File: src/rtl/multicycle_controller_pkg.sv
// ============================================================================
// Module   : multicycle_controller_pkg
// Purpose  : Shared FSM states, opcodes and control-field encodings for the
//            multicycle RISC-V controller. TRAP exists only with
//            MC_CTRL_ILLEGAL_TRAP_EN defined.
// Revision : 1.0 - initial release
// ============================================================================
`default_nettype none

package multicycle_controller_pkg;

  typedef enum logic [3:0] {
    S_FETCH    = 4'd0,
    S_DECODE   = 4'd1,
    S_MEMADR   = 4'd2,
    S_MEMREAD  = 4'd3,
    S_MEMWB    = 4'd4,
    S_MEMWRITE = 4'd5,
    S_EXECR    = 4'd6,
    S_EXECI    = 4'd7,
    S_ALUWB    = 4'd8,
    S_BEQ      = 4'd9,
    S_JAL      = 4'd10
`ifdef MC_CTRL_ILLEGAL_TRAP_EN
    , S_TRAP   = 4'd11
`endif
  } state_e;

  localparam logic [6:0] OP_LOAD   = 7'b0000011;
  localparam logic [6:0] OP_STORE  = 7'b0100011;
  localparam logic [6:0] OP_RTYPE  = 7'b0110011;
  localparam logic [6:0] OP_ITYPE  = 7'b0010011;
  localparam logic [6:0] OP_BRANCH = 7'b1100011;
  localparam logic [6:0] OP_JAL    = 7'b1101111;

  localparam logic [1:0] ALUOP_ADD   = 2'b00;
  localparam logic [1:0] ALUOP_SUB   = 2'b01;
  localparam logic [1:0] ALUOP_FUNCT = 2'b10;

  localparam logic [2:0] ALU_ADD = 3'b000;
  localparam logic [2:0] ALU_SUB = 3'b001;
  localparam logic [2:0] ALU_AND = 3'b010;
  localparam logic [2:0] ALU_OR  = 3'b011;
  localparam logic [2:0] ALU_SLT = 3'b101;

  localparam logic [1:0] RES_ALUOUT    = 2'b00;
  localparam logic [1:0] RES_DATA      = 2'b01;
  localparam logic [1:0] RES_ALURESULT = 2'b10;

  localparam logic [1:0] SRCA_PC    = 2'b00;
  localparam logic [1:0] SRCA_OLDPC = 2'b01;
  localparam logic [1:0] SRCA_RD1   = 2'b10;

  localparam logic [1:0] SRCB_RD2  = 2'b00;
  localparam logic [1:0] SRCB_IMM  = 2'b01;
  localparam logic [1:0] SRCB_FOUR = 2'b10;

  localparam logic [1:0] IMM_I = 2'b00;
  localparam logic [1:0] IMM_S = 2'b01;
  localparam logic [1:0] IMM_B = 2'b10;
  localparam logic [1:0] IMM_J = 2'b11;

  function automatic logic [1:0] imm_decode(input logic [6:0] op_i);
    case (op_i)
      OP_LOAD, OP_ITYPE: imm_decode = IMM_I;
      OP_STORE:          imm_decode = IMM_S;
      OP_BRANCH:         imm_decode = IMM_B;
      OP_JAL:            imm_decode = IMM_J;
      default:           imm_decode = IMM_I;
    endcase
  endfunction

  function automatic logic is_known_op(input logic [6:0] op_i);
    case (op_i)
      OP_LOAD, OP_STORE, OP_RTYPE, OP_ITYPE, OP_BRANCH, OP_JAL: is_known_op = 1'b1;
      default: is_known_op = 1'b0;
    endcase
  endfunction

endpackage

`default_nettype wire

File: src/rtl/alu_decoder.sv
// ============================================================================
// Module   : alu_decoder
// Purpose  : Maps the FSM's aluop request plus funct fields to alucontrol.
// Revision : 1.0 - initial release
// ============================================================================
`default_nettype none

module alu_decoder
  import multicycle_controller_pkg::*;
(
  input  logic [1:0] aluop,
  input  logic [2:0] funct3,
  input  logic       op5,
  input  logic       funct7b5,
  output logic [2:0] alucontrol
);

  always_comb begin
    alucontrol = ALU_ADD;
    case (aluop)
      ALUOP_SUB: alucontrol = ALU_SUB;
      ALUOP_FUNCT: begin
        case (funct3)
          // Only R-type (op5=1) can request subtract; addi with bit 30 set stays add.
          3'b000:  alucontrol = (op5 && funct7b5) ? ALU_SUB : ALU_ADD;
          3'b010:  alucontrol = ALU_SLT;
          3'b110:  alucontrol = ALU_OR;
          3'b111:  alucontrol = ALU_AND;
          default: alucontrol = ALU_ADD;
        endcase
      end
      default: alucontrol = ALU_ADD;
    endcase
  end

endmodule

`default_nettype wire

File: src/rtl/multicycle_controller.sv
// ============================================================================
// Module   : multicycle_controller
// Purpose  : Multicycle RISC-V control FSM with memory handshake. Define
//            MC_CTRL_ILLEGAL_TRAP_EN to trap unknown opcodes (adds illegal).
// Revision : 1.0 - initial release
// ============================================================================
`default_nettype none

module multicycle_controller
  import multicycle_controller_pkg::*;
(
  input  logic       clk,
  input  logic       reset,
  input  logic [6:0] op,
  input  logic [2:0] funct3,
  input  logic       funct7b5,
  input  logic       zero,
  input  logic       mem_ready,
  output logic       pcwrite,
  output logic       adrsrc,
  output logic       memwrite,
  output logic       irwrite,
  output logic       regwrite,
  output logic [1:0] resultsrc,
  output logic [1:0] alusrca,
  output logic [1:0] alusrcb,
  output logic [1:0] immsrc,
  output logic [2:0] alucontrol,
  output logic       instr_done
`ifdef MC_CTRL_ILLEGAL_TRAP_EN
  , output logic     illegal
`endif
);

  state_e     state_q, state_d;
  logic       pcupdate;
  logic       branch;
  logic       mem_wr;
  logic       ir_wr;
  logic       reg_wr;
  logic [1:0] aluop;

  always_comb begin
    state_d = state_q;
    case (state_q)
      S_FETCH:    if (mem_ready) state_d = S_DECODE;
      S_DECODE: begin
        case (op)
          OP_LOAD, OP_STORE: state_d = S_MEMADR;
          OP_RTYPE:          state_d = S_EXECR;
          OP_ITYPE:          state_d = S_EXECI;
          OP_BRANCH:         state_d = S_BEQ;
          OP_JAL:            state_d = S_JAL;
`ifdef MC_CTRL_ILLEGAL_TRAP_EN
          default:           state_d = S_TRAP;
`else
          default:           state_d = S_FETCH;
`endif
        endcase
      end
      S_MEMADR:   state_d = op[5] ? S_MEMWRITE : S_MEMREAD;
      S_MEMREAD:  if (mem_ready) state_d = S_MEMWB;
      S_MEMWRITE: if (mem_ready) state_d = S_FETCH;
      S_MEMWB:    state_d = S_FETCH;
      S_EXECR:    state_d = S_ALUWB;
      S_EXECI:    state_d = S_ALUWB;
      S_ALUWB:    state_d = S_FETCH;
      S_BEQ:      state_d = S_FETCH;
      S_JAL:      state_d = S_ALUWB;
`ifdef MC_CTRL_ILLEGAL_TRAP_EN
      S_TRAP:     state_d = S_TRAP;
`endif
      default:    state_d = S_FETCH;
    endcase
  end

`ifdef MC_CTRL_ILLEGAL_TRAP_EN
  logic illegal_q, illegal_d;

  assign illegal_d = illegal_q | (state_d == S_TRAP);
  assign illegal   = illegal_q;
`endif

  always_ff @(posedge clk or negedge reset) begin
    if (!reset) begin
      state_q   <= S_FETCH;
`ifdef MC_CTRL_ILLEGAL_TRAP_EN
      illegal_q <= 1'b0;
`endif
    end else begin
      state_q   <= state_d;
`ifdef MC_CTRL_ILLEGAL_TRAP_EN
      illegal_q <= illegal_d;
`endif
    end
  end

  // Outputs are a function of the held state; FETCH and the memory states
  // also look at mem_ready so the handshake completes in the same cycle.
  always_comb begin
    pcupdate   = 1'b0;
    branch     = 1'b0;
    mem_wr     = 1'b0;
    ir_wr      = 1'b0;
    reg_wr     = 1'b0;
    adrsrc     = 1'b0;
    resultsrc  = RES_ALUOUT;
    alusrca    = SRCA_PC;
    alusrcb    = SRCB_RD2;
    aluop      = ALUOP_ADD;
    instr_done = 1'b0;
    case (state_q)
      S_FETCH: begin
        alusrcb   = SRCB_FOUR;
        resultsrc = RES_ALURESULT;
        ir_wr     = mem_ready;
        pcupdate  = mem_ready;
      end
      S_DECODE: begin
        alusrca = SRCA_OLDPC;
        alusrcb = SRCB_IMM;
`ifndef MC_CTRL_ILLEGAL_TRAP_EN
        instr_done = ~is_known_op(op);
`endif
      end
      S_MEMADR: begin
        alusrca = SRCA_RD1;
        alusrcb = SRCB_IMM;
      end
      S_MEMREAD: begin
        adrsrc = 1'b1;
      end
      S_MEMWRITE: begin
        adrsrc     = 1'b1;
        mem_wr     = 1'b1;
        instr_done = mem_ready;
      end
      S_MEMWB: begin
        resultsrc  = RES_DATA;
        reg_wr     = 1'b1;
        instr_done = 1'b1;
      end
      S_EXECR: begin
        alusrca = SRCA_RD1;
        alusrcb = SRCB_RD2;
        aluop   = ALUOP_FUNCT;
      end
      S_EXECI: begin
        alusrca = SRCA_RD1;
        alusrcb = SRCB_IMM;
        aluop   = ALUOP_FUNCT;
      end
      S_ALUWB: begin
        reg_wr     = 1'b1;
        instr_done = 1'b1;
      end
      S_BEQ: begin
        alusrca    = SRCA_RD1;
        alusrcb    = SRCB_RD2;
        aluop      = ALUOP_SUB;
        branch     = 1'b1;
        instr_done = 1'b1;
      end
      S_JAL: begin
        alusrca  = SRCA_OLDPC;
        alusrcb  = SRCB_FOUR;
        pcupdate = 1'b1;
      end
      default: begin
        instr_done = 1'b0;
      end
    endcase
  end

  // Reset gates the write enables directly so an aborted access stops at once.
  assign pcwrite  = reset & (pcupdate | (branch & zero));
  assign memwrite = reset & mem_wr;
  assign irwrite  = reset & ir_wr;
  assign regwrite = reset & reg_wr;
  assign immsrc   = imm_decode(op);

  alu_decoder u_alu_decoder (
    .aluop      (aluop),
    .funct3     (funct3),
    .op5        (op[5]),
    .funct7b5   (funct7b5),
    .alucontrol (alucontrol)
  );

endmodule

`default_nettype wire

File: config.mk
export PLATFORM = sky130hd
export DESIGN_NAME = multicycle_controller
export DESIGN_NICKNAME = d
export VERILOG_FILES = /design/src/rtl/multicycle_controller_pkg.sv /design/src/rtl/alu_decoder.sv /design/src/rtl/multicycle_controller.sv
export SDC_FILE = /design/constraint.sdc
export NUM_CORES = 1
export LEC_CHECK = 0
export ABC_AREA = 1
export BUFFER_PORTS_ARGS = -buffer_cell sky130_fd_sc_hd__buf_2
export CAP_MARGIN = 10
export CORE_UTILIZATION = 45
export CTS_CLUSTER_SIZE = 28
export DETAILED_ROUTE_END_ITERATION = 6
export PLACE_DENSITY = 0.79
export SYNTH_ARGS = -nofsm -noshare
export SYNTH_HDL_FRONTEND = slang
export SYNTH_HIERARCHICAL = 1
export SYNTH_SLANG_ARGS = --single-unit
File: constraint.sdc
create_clock -name clk -period 3.9 [get_ports clk]
set_clock_uncertainty 0.05 [all_clocks]
set_input_delay 0.585 -clock clk [delete_from_list [all_inputs] [get_ports clk]]
set_output_delay 0.585 -clock clk [all_outputs]
set_load 0.03 [all_outputs]
==> metrics.md <==
| Metric | Value |
|---|---|
| Initial antenna violation count | `0` |
| DR iter-0 viols | `23` |
| Synth Instances | `109` |
| Largest regs | `state_q x4` |
| Routed vias | `770` |
| Worst endpoint required time | `3.26 ns` |
| Setup bufs post-CTS | `0` |
| Total I/O pin count | `32` |
| Yosys warnings | `6` |
| Synth Register Bits | `4` |
| GRT overflow | `0` |
| Max H-tree Level | `1` |
| Worst setup SP type | `flip-flop` |
| Clk_lat worst skew | `0.23 ns` |
| Largest net degree at the start of global routing | `9` |
| Clk slew on worst S/H paths | `0.03 ns` |
| Port bufs | `31` |
| Synth Area per Inst | `5.84 um2` |
| Pwr per Cell Area | `445 nW/um2` |
| Slew HR | `0.794` |
| WS Path Type | `reg2out` |
| First-pass GRT wire length | `2400 um` |
| Unrepaired setup endpoints after global routing | `false` |
| Dpl cell area | `803 um2` |
| Fin. Hold Viols | `0` |
| Synth unique cells | `24` |
| Worst-Margin Slew | `0.310 ns` |
| Status | `finished clean` |
| CORE AREA | `1300 um2` |
| Class of the worst hold path | `in2async` |
| Fin area | `826 um2` |
| Layout net count | `161` |
| Crit share post-route | `0.674` |
| CTS tree | `built` |
| Final HPWL DP | `1240 um` |
| Die H | `39.6 um` |
| FMAX | `380 MHz` |
| Final setup violation count | `0` |
| Max FFs per register | `4` |
| Overall routing resource usage | `0.220` |
| Final setup TNS | `0 ns` |
| CTS resizes | `0` |
| Clock sinks | `4` |
| Routed Antenna Nets | `0` |
| Iteration count of the initial detailed-routing pass | `4` |
| DIE WIDTH | `39.6 um` |
| Cts bufs inserted | `3` |
| Max_cap viols | `0` |
| Area growth from synthesis to layout | `29.7%` |
| Crit path arrival time | `1.99 ns` |
| Root buffer cell | `clkbuf_4` |
| Reg with most FFs | `state_q` |
| Maximum vdd ir drop | `0.355 mV` |
| Final WL | `1380 um` |
| Global placement routability congestion | `0.856` |
| Longest Clk Path Bufs | `2` |
| Leak pwr | `0.521 nW` |
| Die area | `1570 um2` |
| Layout cells sized above 1 | `0.366` |
| WL per Instance | `8.80 um` |
| Crit path time final | `2.63 ns` |
| Fin util | `0.635` |
| Antenna diodes | `0` |
| Initial Utilization | `0.489` |
| Vias in the first global route | `617` |
| Std-Cell Rows | `13` |
| Synthesized area | `637 um2` |
| Pins over their slew limit | `0` |
| Worst setup EP type | `primary output` |
| DRC | `0` |
| Sequential area share after synthesis | `0.157` |
| Crit Path Max Fanout | `8` |
| Vias/cell | `4.90` |
| Syn_nets | `126` |
| CTS Hold Buffers Added | `0` |
stage by stage:
step	setup slack [ns]	hold slack [ns]	total power [W]	cells
after global routing	1.07	0.108	0.000402	157
after global placement	1.59	0.348	0.000320	154
final	1.27	0.108	0.000367	157
after CTS	1.26	0.0969	0.000374	157
after floorplan	1.49	0.239	0.000263	109
after detailed placement	1.52	0.348	0.000321	154
cells in the mapped netlist, drive strengths merged:
cell | count | area, um2
a21oi | 1 | 5.00
and3 | 2 | 12.5
buf | 1 | 7.51
dfrtp | 4 | 100
ha | 2 | 25.0
inv | 22 | 82.6
nand2 | 32 | 138
nand3 | 10 | 55.1
nand3b | 1 | 7.51
nand4 | 4 | 25.0
nor2 | 19 | 98.8
nor3 | 6 | 46.3
o211ai | 1 | 7.51
o21ai | 3 | 18.8
o31ai | 1 | 7.51
worst paths after layout:
kind,startpoint,endpoint,slack [ns],cells past startpoint
min reg2reg,state_q[3],state_q[2],0.69,3
min in group clk,op[5],state_q[1],0.67,4
min,reset,state_q[2],0.11,1
max in group asynchronous,reset,state_q[3],3.57,1
max reg2reg,state_q[2],state_q[2],2.61,6
max,state_q[1],alucontrol[2],1.27,9
placed cells by master, fill, tap and decap left out:
master    count
inv_2         4
dfrtp_1       4
nand2_2       4
o211ai_1      1
o31ai_1       1
o21ai_2       1
o21ai_0       2
nand2_4       1
a21oi_1       1
nor3_2        1
buf_2        31
nand2_1      27
inv_1        18
nor2_2        2
nand3_2       1
nand4_1       4
nor3_1        4
nor2_1       14
clkbuf_4      3
nand3_1       9
nor2_4        3
nor3_4        1
and3_1        2
ha_1          2
nand3b_1      1
area by class of cell:
cell class	count	area [um2]
Fill cell	128	475
Multi-Input combinational cell	82	447
Timing Repair Buffer	31	155
Sequential cell	4	100
Inverter	22	82.6
Clock buffer	3	22.5
Tap cell	15	18.8
worst max-delay path, stage by stage (launching register included):
cell	delay, ns
dfrtp_1	0.47
inv_2	0.16
nand2_4	0.08
nor3_4	0.18
inv_1	0.07
ha_1	0.32
inv_1	0.08
nand4_1	0.11
nor2_1	0.09
buf_2	0.19
where the power goes:
| part | total [W] | switching, W | internal, W |
|---|---|---|---|
| registers | 0.0000681 | 0.0000192 | 0.0000489 |
| logic | 0.000251 | 0.000172 | 0.0000785 |
| clock network | 0.0000487 | 0.0000145 | 0.0000343 |
| total | 0.000367 | 0.000206 | 0.000162 |
layer usage:
| metal | share of wire | up-vias | track usage | routed length [um] |
|---|---|---|---|---|
| li1 | - | 416 | - | - |
| met1 | 0.45 | 333 | 0.290 | 628 |
| met2 | 0.51 | 21 | 0.381 | 698 |
| met3 | 0.039 | 0 | 0 | 54 |
| met4 | 0 | 0 | 0.0776 | 0 |
| met5 | 0 | - | 0 | 0 |
cell families after synthesis:
group | count (synthesis) | synth area share
simple gates | 74 | 0.601
fa+ha+maj | 2 | 0.0393
buf+inv | 23 | 0.141
compound gates | 6 | 0.0609
flops | 4 | 0.157
Power figures use the tool's default switching activity.
